===== src/rtl/fetch_align_if.sv =====
// Bundle of signals between fetch_align, instruction memory, decode and the
// branch/return redirect source. fetch_align uses the slave view; the
// surrounding memory/decode/redirect logic uses the master view.
interface fetch_align_if;
  logic        fetch_req;
  logic [15:0] fetch_addr;
  logic [15:0] fetch_data;
  logic [23:0] instr;
  logic [1:0]  instr_len;
  logic [15:0] instr_pc;
  logic        instr_v;
  logic        instr_ready;
  logic        redirect_v;
  logic [15:0] redirect_pc;

  modport slave (
    output fetch_req, fetch_addr, instr, instr_len, instr_pc, instr_v,
    input  fetch_data, instr_ready, redirect_v, redirect_pc
  );

  modport master (
    input  fetch_req, fetch_addr, instr, instr_len, instr_pc, instr_v,
    output fetch_data, instr_ready, redirect_v, redirect_pc
  );
endinterface


===== src/rtl/fetch_align.sv =====
// fetch_align: fetches 16-bit byte pairs, queues up to 6 bytes and presents
// decode with a length-decoded 8080 instruction window.
// Optional macro FETCH_ALIGN_UNDOC_EN: undocumented opcode aliases CB, DD,
// ED and FD decode as 3-byte instructions; otherwise they are 1 byte.
module fetch_align #(
  parameter logic [15:0] RESET_PC = 16'h0000
) (
  input logic         clk,
  input logic         reset,
  fetch_align_if.slave bus
);

  localparam int unsigned QDEPTH = 6;

  logic [7:0]  mem_q [QDEPTH];
  logic [7:0]  mem_d [QDEPTH];
  logic [2:0]  head_q, head_d;
  logic [2:0]  count_q, count_d;
  logic [15:0] pc_q, pc_d;
  logic        fetch_req_q, fetch_req_d;
  logic [15:0] fetch_addr_q, fetch_addr_d;
  logic [15:0] next_addr_q, next_addr_d;
  logic        resp_pend_q, resp_pend_d;
  logic        drop_hi_q, drop_hi_d;

  logic [2:0]  idx1, idx2;
  logic [7:0]  b0, b1, b2;
  logic [1:0]  hd_len;
  logic        win_v;

  logic        accept;
  logic [3:0]  in_bytes;
  logic [3:0]  count_after;
  logic [3:0]  budget;
  logic        issue;
  logic [2:0]  wr0, wr1;

  // Circular index arithmetic over the 6 queue slots (inputs never exceed 12).
  function automatic logic [2:0] wrap6(input logic [3:0] s);
    logic [3:0] r;
    r = s;
    if (r >= 4'd12)     r = r - 4'd12;
    else if (r >= 4'd6) r = r - 4'd6;
    return r[2:0];
  endfunction

  function automatic logic [1:0] op_len(input logic [7:0] op);
    logic [1:0] l;
    l = 2'd1;
    if (((op & 8'hC7) == 8'h06) || ((op & 8'hC7) == 8'hC6) ||
        (op == 8'hDB) || (op == 8'hD3))
      l = 2'd2;
    if (((op & 8'hCF) == 8'h01) || (op == 8'h22) || (op == 8'h2A) ||
        (op == 8'h32) || (op == 8'h3A) || (op == 8'hC3) ||
        ((op & 8'hC7) == 8'hC2) || (op == 8'hCD) || ((op & 8'hC7) == 8'hC4))
      l = 2'd3;
`ifdef FETCH_ALIGN_UNDOC_EN
    if ((op == 8'hCB) || (op == 8'hDD) || (op == 8'hED) || (op == 8'hFD))
      l = 2'd3;
`endif
    return l;
  endfunction

  // Instruction window: head bytes and length, from queue registers only.
  always_comb begin
    idx1   = wrap6({1'b0, head_q} + 4'd1);
    idx2   = wrap6({1'b0, head_q} + 4'd2);
    b0     = mem_q[head_q];
    b1     = mem_q[idx1];
    b2     = mem_q[idx2];
    hd_len = op_len(b0);
    win_v  = (count_q >= {1'b0, hd_len});
  end

  assign bus.instr_v    = win_v;
  assign bus.instr_len  = win_v ? hd_len : 2'd0;
  assign bus.instr      = win_v ? {b0,
                                   (hd_len != 2'd1) ? b1 : 8'h00,
                                   (hd_len == 2'd3) ? b2 : 8'h00} : 24'h000000;
  assign bus.instr_pc   = pc_q;
  assign bus.fetch_req  = fetch_req_q;
  assign bus.fetch_addr = fetch_addr_q;

  // Queue update, request issue and redirect handling.
  always_comb begin
    mem_d        = mem_q;
    head_d       = head_q;
    count_d      = count_q;
    pc_d         = pc_q;
    fetch_req_d  = fetch_req_q;
    fetch_addr_d = fetch_addr_q;
    next_addr_d  = next_addr_q;
    resp_pend_d  = resp_pend_q;
    drop_hi_d    = drop_hi_q;

    accept      = win_v & bus.instr_ready;
    in_bytes    = resp_pend_q ? (drop_hi_q ? 4'd1 : 4'd2) : 4'd0;
    count_after = {1'b0, count_q} + in_bytes - (accept ? {2'b00, hd_len} : 4'd0);
    // A request issued now lands two cycles out; the one already on the bus
    // lands next cycle, so both are reserved before granting a new one.
    budget      = count_after + (fetch_req_q ? 4'd2 : 4'd0) + 4'd2;
    issue       = (budget <= 4'd6);
    wr0         = wrap6({1'b0, head_q} + {1'b0, count_q});
    wr1         = wrap6({1'b0, head_q} + {1'b0, count_q} + 4'd1);

    if (bus.redirect_v) begin
      head_d       = 3'd0;
      count_d      = 3'd0;
      pc_d         = bus.redirect_pc;
      resp_pend_d  = 1'b0;
      drop_hi_d    = bus.redirect_pc[0];
      fetch_req_d  = 1'b1;
      fetch_addr_d = {bus.redirect_pc[15:1], 1'b0};
      next_addr_d  = {bus.redirect_pc[15:1], 1'b0} + 16'd2;
    end else begin
      if (resp_pend_q) begin
        if (drop_hi_q) begin
          mem_d[wr0] = bus.fetch_data[7:0];
        end else begin
          mem_d[wr0] = bus.fetch_data[15:8];
          mem_d[wr1] = bus.fetch_data[7:0];
        end
        drop_hi_d = 1'b0;
      end
      if (accept) begin
        head_d = wrap6({1'b0, head_q} + {2'b00, hd_len});
        pc_d   = pc_q + {14'd0, hd_len};
      end
      count_d     = count_after[2:0];
      resp_pend_d = fetch_req_q;
      fetch_req_d = issue;
      if (issue) begin
        fetch_addr_d = next_addr_q;
        next_addr_d  = next_addr_q + 16'd2;
      end
    end
  end

  // State registers with synchronous reset.
  always_ff @(posedge clk) begin
    if (reset) begin
      mem_q        <= '{default: 8'h00};
      head_q       <= 3'd0;
      count_q      <= 3'd0;
      pc_q         <= RESET_PC;
      fetch_req_q  <= 1'b0;
      fetch_addr_q <= RESET_PC;
      next_addr_q  <= {RESET_PC[15:1], 1'b0};
      resp_pend_q  <= 1'b0;
      drop_hi_q    <= RESET_PC[0];
    end else begin
      mem_q        <= mem_d;
      head_q       <= head_d;
      count_q      <= count_d;
      pc_q         <= pc_d;
      fetch_req_q  <= fetch_req_d;
      fetch_addr_q <= fetch_addr_d;
      next_addr_q  <= next_addr_d;
      resp_pend_q  <= resp_pend_d;
      drop_hi_q    <= drop_hi_d;
    end
  end

endmodule


===== src/flat_wrapper.sv =====
// flat-port wrapper written by rule: the top's interface ports become plain ports
module fetch_align_flat 
#(
  parameter logic [15:0] RESET_PC = 16'h0000
)
  (clk, reset, bus_fetch_req, bus_fetch_addr, bus_instr, bus_instr_len, bus_instr_pc, bus_instr_v, bus_fetch_data, bus_instr_ready, bus_redirect_v, bus_redirect_pc);
  fetch_align_if bus_i ();
  input logic clk;
  input logic reset;
  output wire logic [$bits(bus_i.fetch_req)-1:0] bus_fetch_req;
  output wire logic [$bits(bus_i.fetch_addr)-1:0] bus_fetch_addr;
  output wire logic [$bits(bus_i.instr)-1:0] bus_instr;
  output wire logic [$bits(bus_i.instr_len)-1:0] bus_instr_len;
  output wire logic [$bits(bus_i.instr_pc)-1:0] bus_instr_pc;
  output wire logic [$bits(bus_i.instr_v)-1:0] bus_instr_v;
  input wire logic [$bits(bus_i.fetch_data)-1:0] bus_fetch_data;
  input wire logic [$bits(bus_i.instr_ready)-1:0] bus_instr_ready;
  input wire logic [$bits(bus_i.redirect_v)-1:0] bus_redirect_v;
  input wire logic [$bits(bus_i.redirect_pc)-1:0] bus_redirect_pc;
  assign bus_fetch_req = bus_i.fetch_req;
  assign bus_fetch_addr = bus_i.fetch_addr;
  assign bus_instr = bus_i.instr;
  assign bus_instr_len = bus_i.instr_len;
  assign bus_instr_pc = bus_i.instr_pc;
  assign bus_instr_v = bus_i.instr_v;
  assign bus_i.fetch_data = bus_fetch_data;
  assign bus_i.instr_ready = bus_instr_ready;
  assign bus_i.redirect_v = bus_redirect_v;
  assign bus_i.redirect_pc = bus_redirect_pc;
  fetch_align #(.RESET_PC(RESET_PC)) u_core (.clk(clk), .reset(reset), .bus(bus_i));
endmodule

===== config.mk =====
export PLATFORM = sky130hd
export DESIGN_NAME = fetch_align_flat
export DESIGN_NICKNAME = d
export VERILOG_FILES = /design/src/rtl/fetch_align_if.sv /design/src/rtl/fetch_align.sv /design/src/flat_wrapper.sv
export SDC_FILE = /design/constraint.sdc
export NUM_CORES = 1
export LEC_CHECK = 0
export CAP_MARGIN = 20
export CORE_MARGIN = 10
export CORE_UTILIZATION = 30
export DETAILED_ROUTE_END_ITERATION = 12
export GPL_ROUTABILITY_DRIVEN = 1
export PLACE_DENSITY = 0.52
export REMOVE_ABC_BUFFERS = 1
export SYNTH_ARGS = -nofsm -noshare
export SYNTH_HDL_FRONTEND = slang
export SYNTH_SLANG_ARGS = --single-unit

===== constraint.sdc =====
create_clock -name clk -period 8.35 [get_ports clk]
set_clock_uncertainty 0.1 [all_clocks]
set_input_delay 2.0875 -clock clk [delete_from_list [all_inputs] [get_ports clk]]
set_output_delay 2.0875 -clock clk [all_outputs]
set_load 0.02 [all_outputs]

---- After elaboration in Yosys (flattened, before gate mapping) ----
Index checks and enable logic that the tools add are counted.
word-level totals
  bits in registers ....................... 105
  input bits .............................. 36
  output and inout port bits .............. 60
  logic and storage cells ................. 142
operators by class
  add/subtract/negate cells ............... 22
  magnitude comparators ................... 19
  equality and inequality tests ........... 15
  mux-type cells .......................... 46
  bitwise operators ....................... 7
  reduce and logical (&&, ||, !) cells .... 18
operators with widths
  kind                                                                                 number
  48-bit bitwise mux                                                                   3
  16-bit 2-to-1 mux                                                                    6
  8-bit 2-to-1 mux                                                                     10
  8-bit binary-select mux with 3-bit select                                            3
  8-bit demux with 3-bit select                                                        2
  48-bit 2-to-1 mux                                                                    1
  4-bit greater-or-equal comparator, second input constant                             10
  16-bit by 2-bit adder with 16-bit output, second input constant                      2
  8-bit by 6-bit == test with 1-bit output, second input constant                      4
  8-bit == test, second input constant                                                 4
  3-bit 2-to-1 mux                                                                     10
  3-bit subtractor, second input constant                                              10
  24-bit 2-to-1 mux                                                                    1
  4-bit by 3-bit greater-or-equal comparator with 1-bit output, second input constant  5
  3-bit NOT with 4-bit output                                                          5
  16-bit by 2-bit adder with 16-bit output                                             1
  5-bit == test, second input constant                                                 3
  2-bit 2-to-1 mux                                                                     6
  1-bit logical OR                                                                     11
  4-bit by 1-bit less-than comparator with 1-bit output, second input constant         2
  6-bit by 1-bit == test with 1-bit output, second input constant                      1
  2-bit nonzero test                                                                   3
  5-bit by 3-bit == test with 1-bit output, second input constant                      1
  3-bit by 1-bit adder with 4-bit output, second input constant                        1
  other kinds (19)                                                                     22

---- Depth between registers and ports, before layout ----
Gate-level depths: netlist of the first run.
  depth in word-level cells ............... 23
  depth in mapped cells ................... 30
  gate-level depth less buffers ........... 26

---- Worst setup path after synthesis of the first run ----
OpenSTA, ideal clock, no wires.
  kind .................................... flip-flop to flip-flop
  start ................................... register u_core.head_q[0]
  end ..................................... register u_core.next_addr_q[9]
  library setup time ...................... 0.116 ns
  arrival time ............................ 6.603 ns
  data required time ...................... 8.134 ns
  setup slack ............................. 1.531 ns
  stages on the path, launching flop included .. 27
  buffers on the path ..................... 3
  period minus slack after synthesis ...... 6.819 ns
  cell sequence ........................... dfxtp_1 -> buf_2 -> buf_2 -> mux2i_1 -> xnor2_1 -> nor3_1 -> a2111oi_0 -> a31o_2 -> inv_1 -> ha_1 -> nand2b_1 -> a211oi_2 -> clkinv_1 -> nand2_1 -> nor2_1 -> fa_1 -> fa_1 -> ha_1 -> inv_1 -> ha_1 -> xnor2_1 -> xnor2_1 -> nor2_1 -> clkbuf_1 -> nand2_1 -> xnor2_1 -> o211a_1
between the ends
  word-level cells in the longest chain between the ends .. 22
  elaborated cells on any way between the ends .. 38
  those cells by class .................... 3 x add/sub; 2 x order compare; 13 x eq/ne; 6 x mux; 2 x bitwise; 12 x reduce/logical
ends and longest elaborated chain
  what                                                                                                         RTL line            source
  start, declared                                                                                              fetch_align.sv:17   logic [2:0] head_q, head_d;
  start signal, assigned                                                                                       fetch_align.sv:143  head_q <= 3'd0;
  start signal, assigned                                                                                       fetch_align.sv:153  head_q <= head_d;
  3-bit NOT with 4-bit output (implied by the code) (*)                                                        fetch_align.sv:68   b0 = mem_q[head_q];
  8-bit binary-select mux with 3-bit select (*)                                                                fetch_align.sv:68
  8-bit 2-to-1 mux (implied by the code) (*) (2 in a row)                                                      fetch_align.sv:68
  8-bit by 6-bit == test with 1-bit output / 6-bit by 1-bit == test with 1-bit output (equally long branches)  fetch_align.sv:53   if (((op & 8'hCF) == 8'h01) || (op == 8'h22) || (op == 8'h2A) ||
  1-bit logical OR (3 in a row)                                                                                fetch_align.sv:53
  1-bit logical OR (3 in a row)                                                                                fetch_align.sv:54   (op == 8'h32) || (op == 8'h3A) || (op == 8'hC3) ||
  1-bit logical OR (2 in a row)                                                                                fetch_align.sv:55   ((op & 8'hC7) == 8'hC2) || (op == 8'hCD) || ((op & 8'hC7) == 8'hC4))
  2-bit 2-to-1 mux (*)                                                                                         fetch_align.sv:53
  3-bit by 2-bit greater-or-equal comparator with 1-bit output (*)                                             fetch_align.sv:72   win_v = (count_q >= {1'b0, hd_len});
  via bus_instr_v                                                                                              flat_wrapper.sv:15  output wire logic [$bits(bus_i.instr_v)-1:0] bus_instr_v;
  1-bit AND (*)                                                                                                fetch_align.sv:96   accept = win_v & bus.instr_ready;
  2-bit 2-to-1 mux (*)                                                                                         fetch_align.sv:98   count_after = {1'b0, count_q} + in_bytes - (accept ? {2'b00, hd_len} : 4'd0);
  4-bit subtractor (*)                                                                                         fetch_align.sv:98
  4-bit adder (*)                                                                                              fetch_align.sv:101  budget = count_after + (fetch_req_q ? 4'd2 : 4'd0) + 4'd2;
  4-bit by 2-bit adder with 4-bit output (*)                                                                   fetch_align.sv:101
  4-bit by 3-bit <= comparator with 1-bit output (*)                                                           fetch_align.sv:102  issue = (budget <= 4'd6);
  2-bit nonzero test (no line) (*)                                                                             -
  end signal, assigned                                                                                         fetch_align.sv:148  next_addr_q <= {RESET_PC[15:1], 1'b0};
  end signal, assigned                                                                                         fetch_align.sv:158  next_addr_q <= next_addr_d;
  end, declared                                                                                                fetch_align.sv:22   logic [15:0] next_addr_q, next_addr_d;
Mark *: on every way through the listed nets, which the timed path passes. The rest lies on a longest branch. The select of a mux whose other input is x is not followed.
A chain may end at the register's enable or synchronous reset.

---- Worst setup path after layout of the first run ----
  start ................................... register u_core.head_q[1]
  end ..................................... output bus_instr[14]
between the ends
  word-level cells in the longest chain between the ends .. 17
  elaborated cells on any way between the ends .. 45
  those cells by class .................... 3 x add/sub; 3 x order compare; 14 x eq/ne; 12 x mux; 2 x bitwise; 11 x reduce/logical
ends and longest elaborated chain
  what                                                                                                RTL line            source
  parallel branches: the longest is 16 deep, another holds 8-bit binary-select mux with 3-bit select  -
  24-bit 2-to-1 mux (*)                                                                               fetch_align.sv:77   assign bus.instr = win_v ? {b0,
  end, declared                                                                                       flat_wrapper.sv:12  output wire logic [$bits(bus_i.instr)-1:0] bus_instr;
Every way passes the cells marked *. The select of a mux whose other input is x is not followed.

==> results of run 1 <==
-- cell usage after synthesis (18+ instances only) --
| cell type | number | area, um^2 |
|---|---|---|
| nand2_1 | 106 | 398 |
| dfxtp_1 | 103 | 2060 |
| nor2_1 | 77 | 289 |
| a21oi_1 | 75 | 375 |
| mux2i_1 | 47 | 470 |
| a221o_1 | 32 | 320 |
| ha_1 | 31 | 388 |
| inv_1 | 31 | 116 |
| clkbuf_1 | 29 | 109 |
| xnor2_1 | 29 | 254 |
| nand3_1 | 28 | 140 |
| o21ai_0 | 24 | 120 |
| xor2_1 | 20 | 175 |
| nor3_1 | 19 | 95.1 |
| and2_1 | 18 | 113 |
-- final cells by class --
cell class | count | area, um^2 | share of cell area
Clock buffer | 10 | 239 | 0.0259
Sequential cell | 103 | 2060 | 0.224
Multi-Input combinational cell | 724 | 5260 | 0.570
Inverter | 36 | 135 | 0.0147
Timing Repair Buffer | 108 | 1050 | 0.114
Tap cell | 330 | 413 | 0.0448
Clock inverter | 6 | 62.6 | 0.00679
-- placed cells by master (no fill, tap or decap), drive strengths merged, types with 4 or more instances in the layout --
| master | count |
|---|---|
| a2111oi | 4 |
| a211oi | 19 |
| a21boi | 9 |
| a21o | 6 |
| a21oi | 76 |
| a221o | 32 |
| a221oi | 12 |
| a22oi | 5 |
| a31oi | 6 |
| and2 | 21 |
| and3 | 13 |
| buf | 16 |
| clkbuf | 10 |
| clkdlybuf4s50 | 92 |
| clkinv | 7 |
| dfxtp | 103 |
| fa | 5 |
| ha | 31 |
| inv | 35 |
| mux2 | 15 |
| mux2i | 48 |
| mux4 | 16 |
| nand2 | 106 |
| nand3 | 28 |
| nand4 | 5 |
| nor2 | 77 |
| nor2b | 7 |
| nor3 | 19 |
| o21a | 8 |
| o21ai | 29 |
| o221ai | 9 |
| o22ai | 13 |
| o31a | 9 |
| or3 | 4 |
| xnor2 | 30 |
| xor2 | 20 |
-- flip-flops by register name, summed over array words and instances, names as in the netlist --
| register | flops |
|---|---|
| u_core.drop_hi_q | 1 |
| u_core.head_q | 3 |
| u_core.bus.fetch_addr | 15 |
| u_core.next_addr_q | 15 |
| u_core.mem_q | 48 |
| u_core.bus.fetch_req | 1 |
| u_core.resp_pend_q | 1 |
| u_core.bus.instr_pc | 16 |
| u_core.count_q | 3 |
-- metal layers --
| layer | wire, um | vias up | track usage | part of all wire |
|---|---|---|---|---|
| li1 | - | 3513 | - | - |
| met1 | 11600 | 3448 | 0.196 | 0.45 |
| met2 | 11800 | 200 | 0.242 | 0.46 |
| met3 | 1230 | 43 | 0.0283 | 0.048 |
| met4 | 807 | 2 | 0.0582 | 0.032 |
| met5 | 17 | - | 0 | 0.00067 |
-- power groups by stage --
stage               Sequential, mW  Clock (mW)  Combinational, mW
finish                       0.651       0.435               1.06
detailed placement           0.661           0               1.06
global placement             0.664           0               1.06
global route                 0.662       0.462               1.17
CTS                          0.651       0.444               1.07
floorplan                    0.671           0              0.700
-- worst max-delay path: stages, from the launching register on --
cell and delay (ns):
dfxtp_1 0.80, inv_1 0.47, nor3_1 0.54, a2111oi_0 0.16, o211ai_1 0.19, o211ai_1 0.16
nor2_1 0.31, ha_1 0.31, a211oi_2 0.53, clkinv_1 0.39, o21ai_1 0.49, nor2_1 0.13
clkdlybuf4s50_1 0.58
-- cell families after synthesis --
group | synth area share
AND/OR/NAND/NOR | 0.181
XOR/XNOR | 0.0645
multiplexers | 0.134
buffers and inverters | 0.0432
other | 0.000490
AO/OA/AOI/OAI | 0.244
flip-flops | 0.270
adder cells (fa/ha/maj) | 0.0638
-- per-stage QoR --
step / power (mW) / std cells / cell area [um^2] / setup slack, ns / utilization
6_report: 2.15 / 1317 / 9220 / 0.701 / 0.367
3_3_place_gp: 1.72 / 1300 / 8910 / 1.07 / 0.355
4_1_cts: 2.16 / 1316 / 9210 / 0.676 / 0.367
3_5_place_dp: 1.72 / 1300 / 8910 / 0.913 / 0.355
2_1_floorplan: 1.37 / 863 / 7450 / 0.204 / -
5_1_grt: 2.30 / 1317 / 9220 / 0.140 / 0.367
-- worst min path at each step --
stage               slack, ns                        to  cells after the start
finish                   0.36  u_core.bus.fetch_addr[2]                      2
global route             0.40    u_core.next_addr_q[14]                      2
CTS                      0.36    u_core.next_addr_q[14]                      2
detailed placement       0.35    u_core.next_addr_q[13]                      2
global placement         0.35    u_core.next_addr_q[13]                      2
floorplan                0.33    u_core.next_addr_q[13]                      2
==> results.sh, run 1 <==
export IMPL_status="finished clean"
export IMPL_grt_pass1_vias=6854
export IMPL_drtIter0Drc=616
export IMPL_rows=58
export IMPL_yosysSeqAreaShare=0.270
export IMPL_cp_required_ns=6.16
export IMPL_antenna_cells=0
export IMPL_area_delta_synth_final_pct=20.5
export IMPL_fin_setup_tns_ns=0
export IMPL_hpwl_um=19400
export IMPL_final_layout_size_suffix_gt1_frac=0.0821
export IMPL_timing_final_hold_violations=0
export IMPL_crit_fanout=18
export IMPL_clockRootBuffer="clkbuf_16"
export IMPL_syn_cell_area_um2=7650
export IMPL_ys_flop_type="dfxtp_1"
export IMPL_clk_pin_slew_ns=0.08
export IMPL_portBuffers=94
export IMPL_wl_per_cell_um=19.3
export IMPL_rsz0062_at_grt="false"
export IMPL_p_comb_frac=0.495
export IMPL_cts_tree="done"
export IMPL_power_density_nw_per_um2=233
export IMPL_r2r_slack_ns=0.93
export IMPL_viasPerCell=5.47
export IMPL_clock_latency_ns=0.36
export IMPL_postCtsHoldBufs=0
export IMPL_clock_fmax_ghz=0.131
export IMPL_grt_overflow=0
export IMPL_maxCapViolations=0
export IMPL_cts_setup_buffers=0
export IMPL_grt_pass1_wl_um=40100
export IMPL_switching_power_mw=0.933
export IMPL_yosys_cell_types_count=74
export IMPL_core_area_um2=25100
export IMPL_regToRegEndpoint="u_core.next_addr_q[6]"
export IMPL_slew_viol_final=0
export IMPL_die_w_um=180
export IMPL_vdd_drop_max_mv=0.135
export IMPL_synth_edff_count=0
export IMPL_hp_start="u_core.bus.fetch_addr[2]"
export IMPL_fill_cells=2610
export IMPL_die_h_um=180
export IMPL_crit_path_start="u_core.head_q[1]"
export IMPL_nets=1054
export IMPL_hp_class="register to register"
export IMPL_tightest_slew_ns=0.983
export IMPL_worst_hold_slack_ns=0.359
export IMPL_cts_htree_levels=3
export IMPL_synth_seq_cells=103
export IMPL_synth_cells=909
export IMPL_cp_endpoint="bus_instr[14]"
export IMPL_async_reset_ff_frac=0
export IMPL_gp_congestion=0.874
export IMPL_ctsResizeCount=0
export IMPL_ys_warn_count=0
export IMPL_clk_path_buf_depth=2
export IMPL_cts_made_buffers=9
export IMPL_first_pass_iters=7
export IMPL_crit_path_end_kind="output port"
export IMPL_clock_sinks=103
export IMPL_clkPwrFrac=0.202
export IMPL_via_count=7206
export IMPL_min_period_ns=7.65
export IMPL_detail_route_antenna_nets=0
export IMPL_worstSetupPathType="register to output port"
export IMPL_io_pins=96
export IMPL_seqPwrFrac=0.303
export IMPL_intPower_mw=1.22
export IMPL_routed_wl_um=25400
export IMPL_setup_viol=0
export IMPL_switching_share=0.434
export IMPL_finalCritPeriodShare=0.916
export IMPL_max_slew_margin_rel=0.345
export IMPL_start_util=0.305
export IMPL_antenna_found_initial=1
export IMPL_drc_errors=0
export IMPL_grt_start_max_net_pins=48
export IMPL_r2r_start="u_core.head_q[1]"
export IMPL_p_leak_nw=3.38
export IMPL_reg2reg_depth=23
export IMPL_synth_avg_cell_area_um2=8.41
export IMPL_start_kind="register"
export IMPL_grt_usage=0.151
export IMPL_worst_ep_arrival_time_ns=5.46
export IMPL_dieArea_um2=32300
Note: power is estimated with default switching activity, not from simulation.
==> run 2, diff against run 1 <==
--- a/config.mk
+++ b/config.mk
@@ -12,6 +12,7 @@
 export GPL_ROUTABILITY_DRIVEN = 1
 export PLACE_DENSITY = 0.52
 export REMOVE_ABC_BUFFERS = 1
+export SETUP_SLACK_MARGIN = 0.1
 export SYNTH_ARGS = -nofsm -noshare
 export SYNTH_HDL_FRONTEND = slang
 export SYNTH_SLANG_ARGS = --single-unit
==> results of run 2 <==
Same layout as run 1: the final DEF is identical, and so are final timing and power.
==> run 3, diff against run 2 <==
--- a/config.mk
+++ b/config.mk
@@ -6,11 +6,13 @@
 export NUM_CORES = 1
 export LEC_CHECK = 0
 export CAP_MARGIN = 20
+export CELL_PAD_IN_SITES_DETAIL_PLACEMENT = 1
+export CELL_PAD_IN_SITES_GLOBAL_PLACEMENT = 2
 export CORE_MARGIN = 10
-export CORE_UTILIZATION = 30
+export CORE_UTILIZATION = 34
 export DETAILED_ROUTE_END_ITERATION = 12
 export GPL_ROUTABILITY_DRIVEN = 1
-export PLACE_DENSITY = 0.52
+export PLACE_DENSITY = 0.85
 export REMOVE_ABC_BUFFERS = 1
 export SETUP_SLACK_MARGIN = 0.1
 export SYNTH_ARGS = -nofsm -noshare
==> results.sh, run 3 (same netlist as run 1, synthesis figures left out) <==
export IMPL_fin_ws_ns=0.872
export IMPL_rsz0062_at_grt="false"
export IMPL_hpwl_um=21300
export IMPL_drtIter0Drc=554
export IMPL_drc_errors=0
export IMPL_max_slew_margin_rel=0.303
export IMPL_gp_congestion=0.851
export IMPL_slowest_stage="fa_1"
export IMPL_status="finished clean"
export IMPL_cp_required_ns=8.53
export IMPL_fill_cells=2550
export IMPL_clockRootBuffer="clkbuf_16"
export IMPL_crit_top_cell="nor2_1"
export IMPL_p_leak_nw=3.39
export IMPL_dieArea_um2=28900
export IMPL_power_density_nw_per_um2=242
export IMPL_core_area_um2=22000
export IMPL_viasPerCell=5.85
export IMPL_first_pass_iters=5
export IMPL_ctsResizeCount=0
export IMPL_crit_path_end_kind="register"
export IMPL_clk_path_buf_depth=2
export IMPL_layout_common_cells="nand2_1 (106), dfxtp_1 (102), clkdlybuf4s50_1 (92), nor2_1 (77), a21oi_1 (75)"
export IMPL_maxCapViolations=0
export IMPL_tightest_slew_ns=1.04
export IMPL_path_cells="buf_4, mux4_2, a22oi_1, nor4b_1, a31o_2, nor2_1, ha_1, a211oi_2, buf_4, clkinv_1, nand2_1, nor2_1, fa_1, fa_1, ha_1, inv_1, ha_1, xnor2_1, xnor2_1, nor2_1, nor2_1, nand2_1, a21oi_1"
export IMPL_clock_sinks=103
export IMPL_detail_route_antenna_nets=0
export IMPL_slew_viol_final=0
export IMPL_nets=1056
export IMPL_portBuffers=94
export IMPL_layout_commonest_cell="nand2_1"
export IMPL_grt_pass1_vias=7608
export IMPL_wl_per_cell_um=21.6
export IMPL_cts_htree_levels=3
export IMPL_final_layout_size_suffix_gt1_frac=0.0829
export IMPL_hp_class="register to register"
export IMPL_grt_usage=0.191
export IMPL_setup_viol=0
export IMPL_postCtsHoldBufs=0
export IMPL_cpLargestDelayFamily="simple AND/OR/NAND/NOR gates"
export IMPL_area_delta_synth_final_pct=20.1
export IMPL_cts_tree="done"
export IMPL_clock_fmax_ghz=0.134
export IMPL_antenna_cells=0
export IMPL_routed_wl_um=27400
export IMPL_clock_latency_ns=0.36
export IMPL_crit_fanout=16
export IMPL_timing_final_hold_violations=0
export IMPL_regMostFlops="u_core.mem_q"
export IMPL_io_pins=96
export IMPL_cts_setup_buffers=0
export IMPL_grt_start_max_net_pins=48
export IMPL_grt_pass1_wl_um=44300
export IMPL_rows=54
export IMPL_worstSetupPathType="register to register"
export IMPL_start_util=0.348
export IMPL_vdd_drop_max_mv=0.139
export IMPL_worst_ep_arrival_time_ns=7.65
export IMPL_finalCritPeriodShare=0.896
export IMPL_largest_reg_flops=48
export IMPL_start_kind="register"
export IMPL_crit_buf_inv=4
export IMPL_grt_overflow=0
export IMPL_clk_pin_slew_ns=0.08
export IMPL_pre_cts_slack_ns=1.00
export IMPL_die_w_um=170
export IMPL_min_period_ns=7.48
export IMPL_cts_made_buffers=9
export IMPL_slowest_delay_ns=0.62
export IMPL_fin_setup_tns_ns=0
export IMPL_via_count=7423
export IMPL_die_h_um=170
export IMPL_antenna_found_initial=0
-- run 3: cell type report --
class / instances / area, um^2 / area share
tap: 280 / 350 / 0.0381
multi-input combinational: 724 / 5260 / 0.572
clock inverter: 6 / 90.1 / 0.00981
inverter: 36 / 135 / 0.0147
timing repair buffer: 110 / 1060 / 0.116
clock buffer: 10 / 229 / 0.0249
sequential: 103 / 2060 / 0.225
-- run 3: tightest hold or removal path, cell delays in order (launching register included) --
cell and delay [ns]:
dfxtp_1 0.31, nand2_1 0.05, a21oi_1 0.05
-- run 3: per-stage QoR --
step                instances  utilization  area [um^2]  hold slack [ns]  total power [mW]
global route             1269        0.418         9190            0.374              2.37
CTS                      1267        0.418         9170            0.361              2.23
global placement         1251        0.403         8850            0.337              1.73
floorplan                 863            -         7450            0.325              1.37
detailed placement       1251        0.403         8850            0.350              1.75
finish                   1269        0.418         9190            0.364              2.22
-- run 3: final timing paths --
check | startpoint | slack [ns] | cells after the start | end
setup / recovery | u_core.head_q[0] | 0.87 | 23 | u_core.bus.fetch_addr[2]
hold / removal | u_core.next_addr_q[14] | 0.36 | 2 | u_core.next_addr_q[14]
setup reg to reg | u_core.head_q[0] | 0.87 | 23 | u_core.bus.fetch_addr[2]
hold reg to reg | u_core.next_addr_q[14] | 0.36 | 2 | u_core.next_addr_q[14]
-- run 3: per-layer routing --
metal / share of wire / wire (um) / global-route usage
met3: 0.055 / 1500 / 0.0410
met5: 0 / 0 / 0
met1: 0.47 / 12900 / 0.259
met4: 0.014 / 391 / 0.0439
met2: 0.46 / 12600 / 0.302
-- run 3: power breakdown --
| group | switching (mW) | internal (mW) | leakage (nW) |
|---|---|---|---|
| Sequential | 0.0921 | 0.567 | 0.844 |
| Combinational | 0.651 | 0.438 | 2.39 |
| Clock | 0.210 | 0.265 | 0.153 |
| Total | 0.953 | 1.27 | 3.39 |
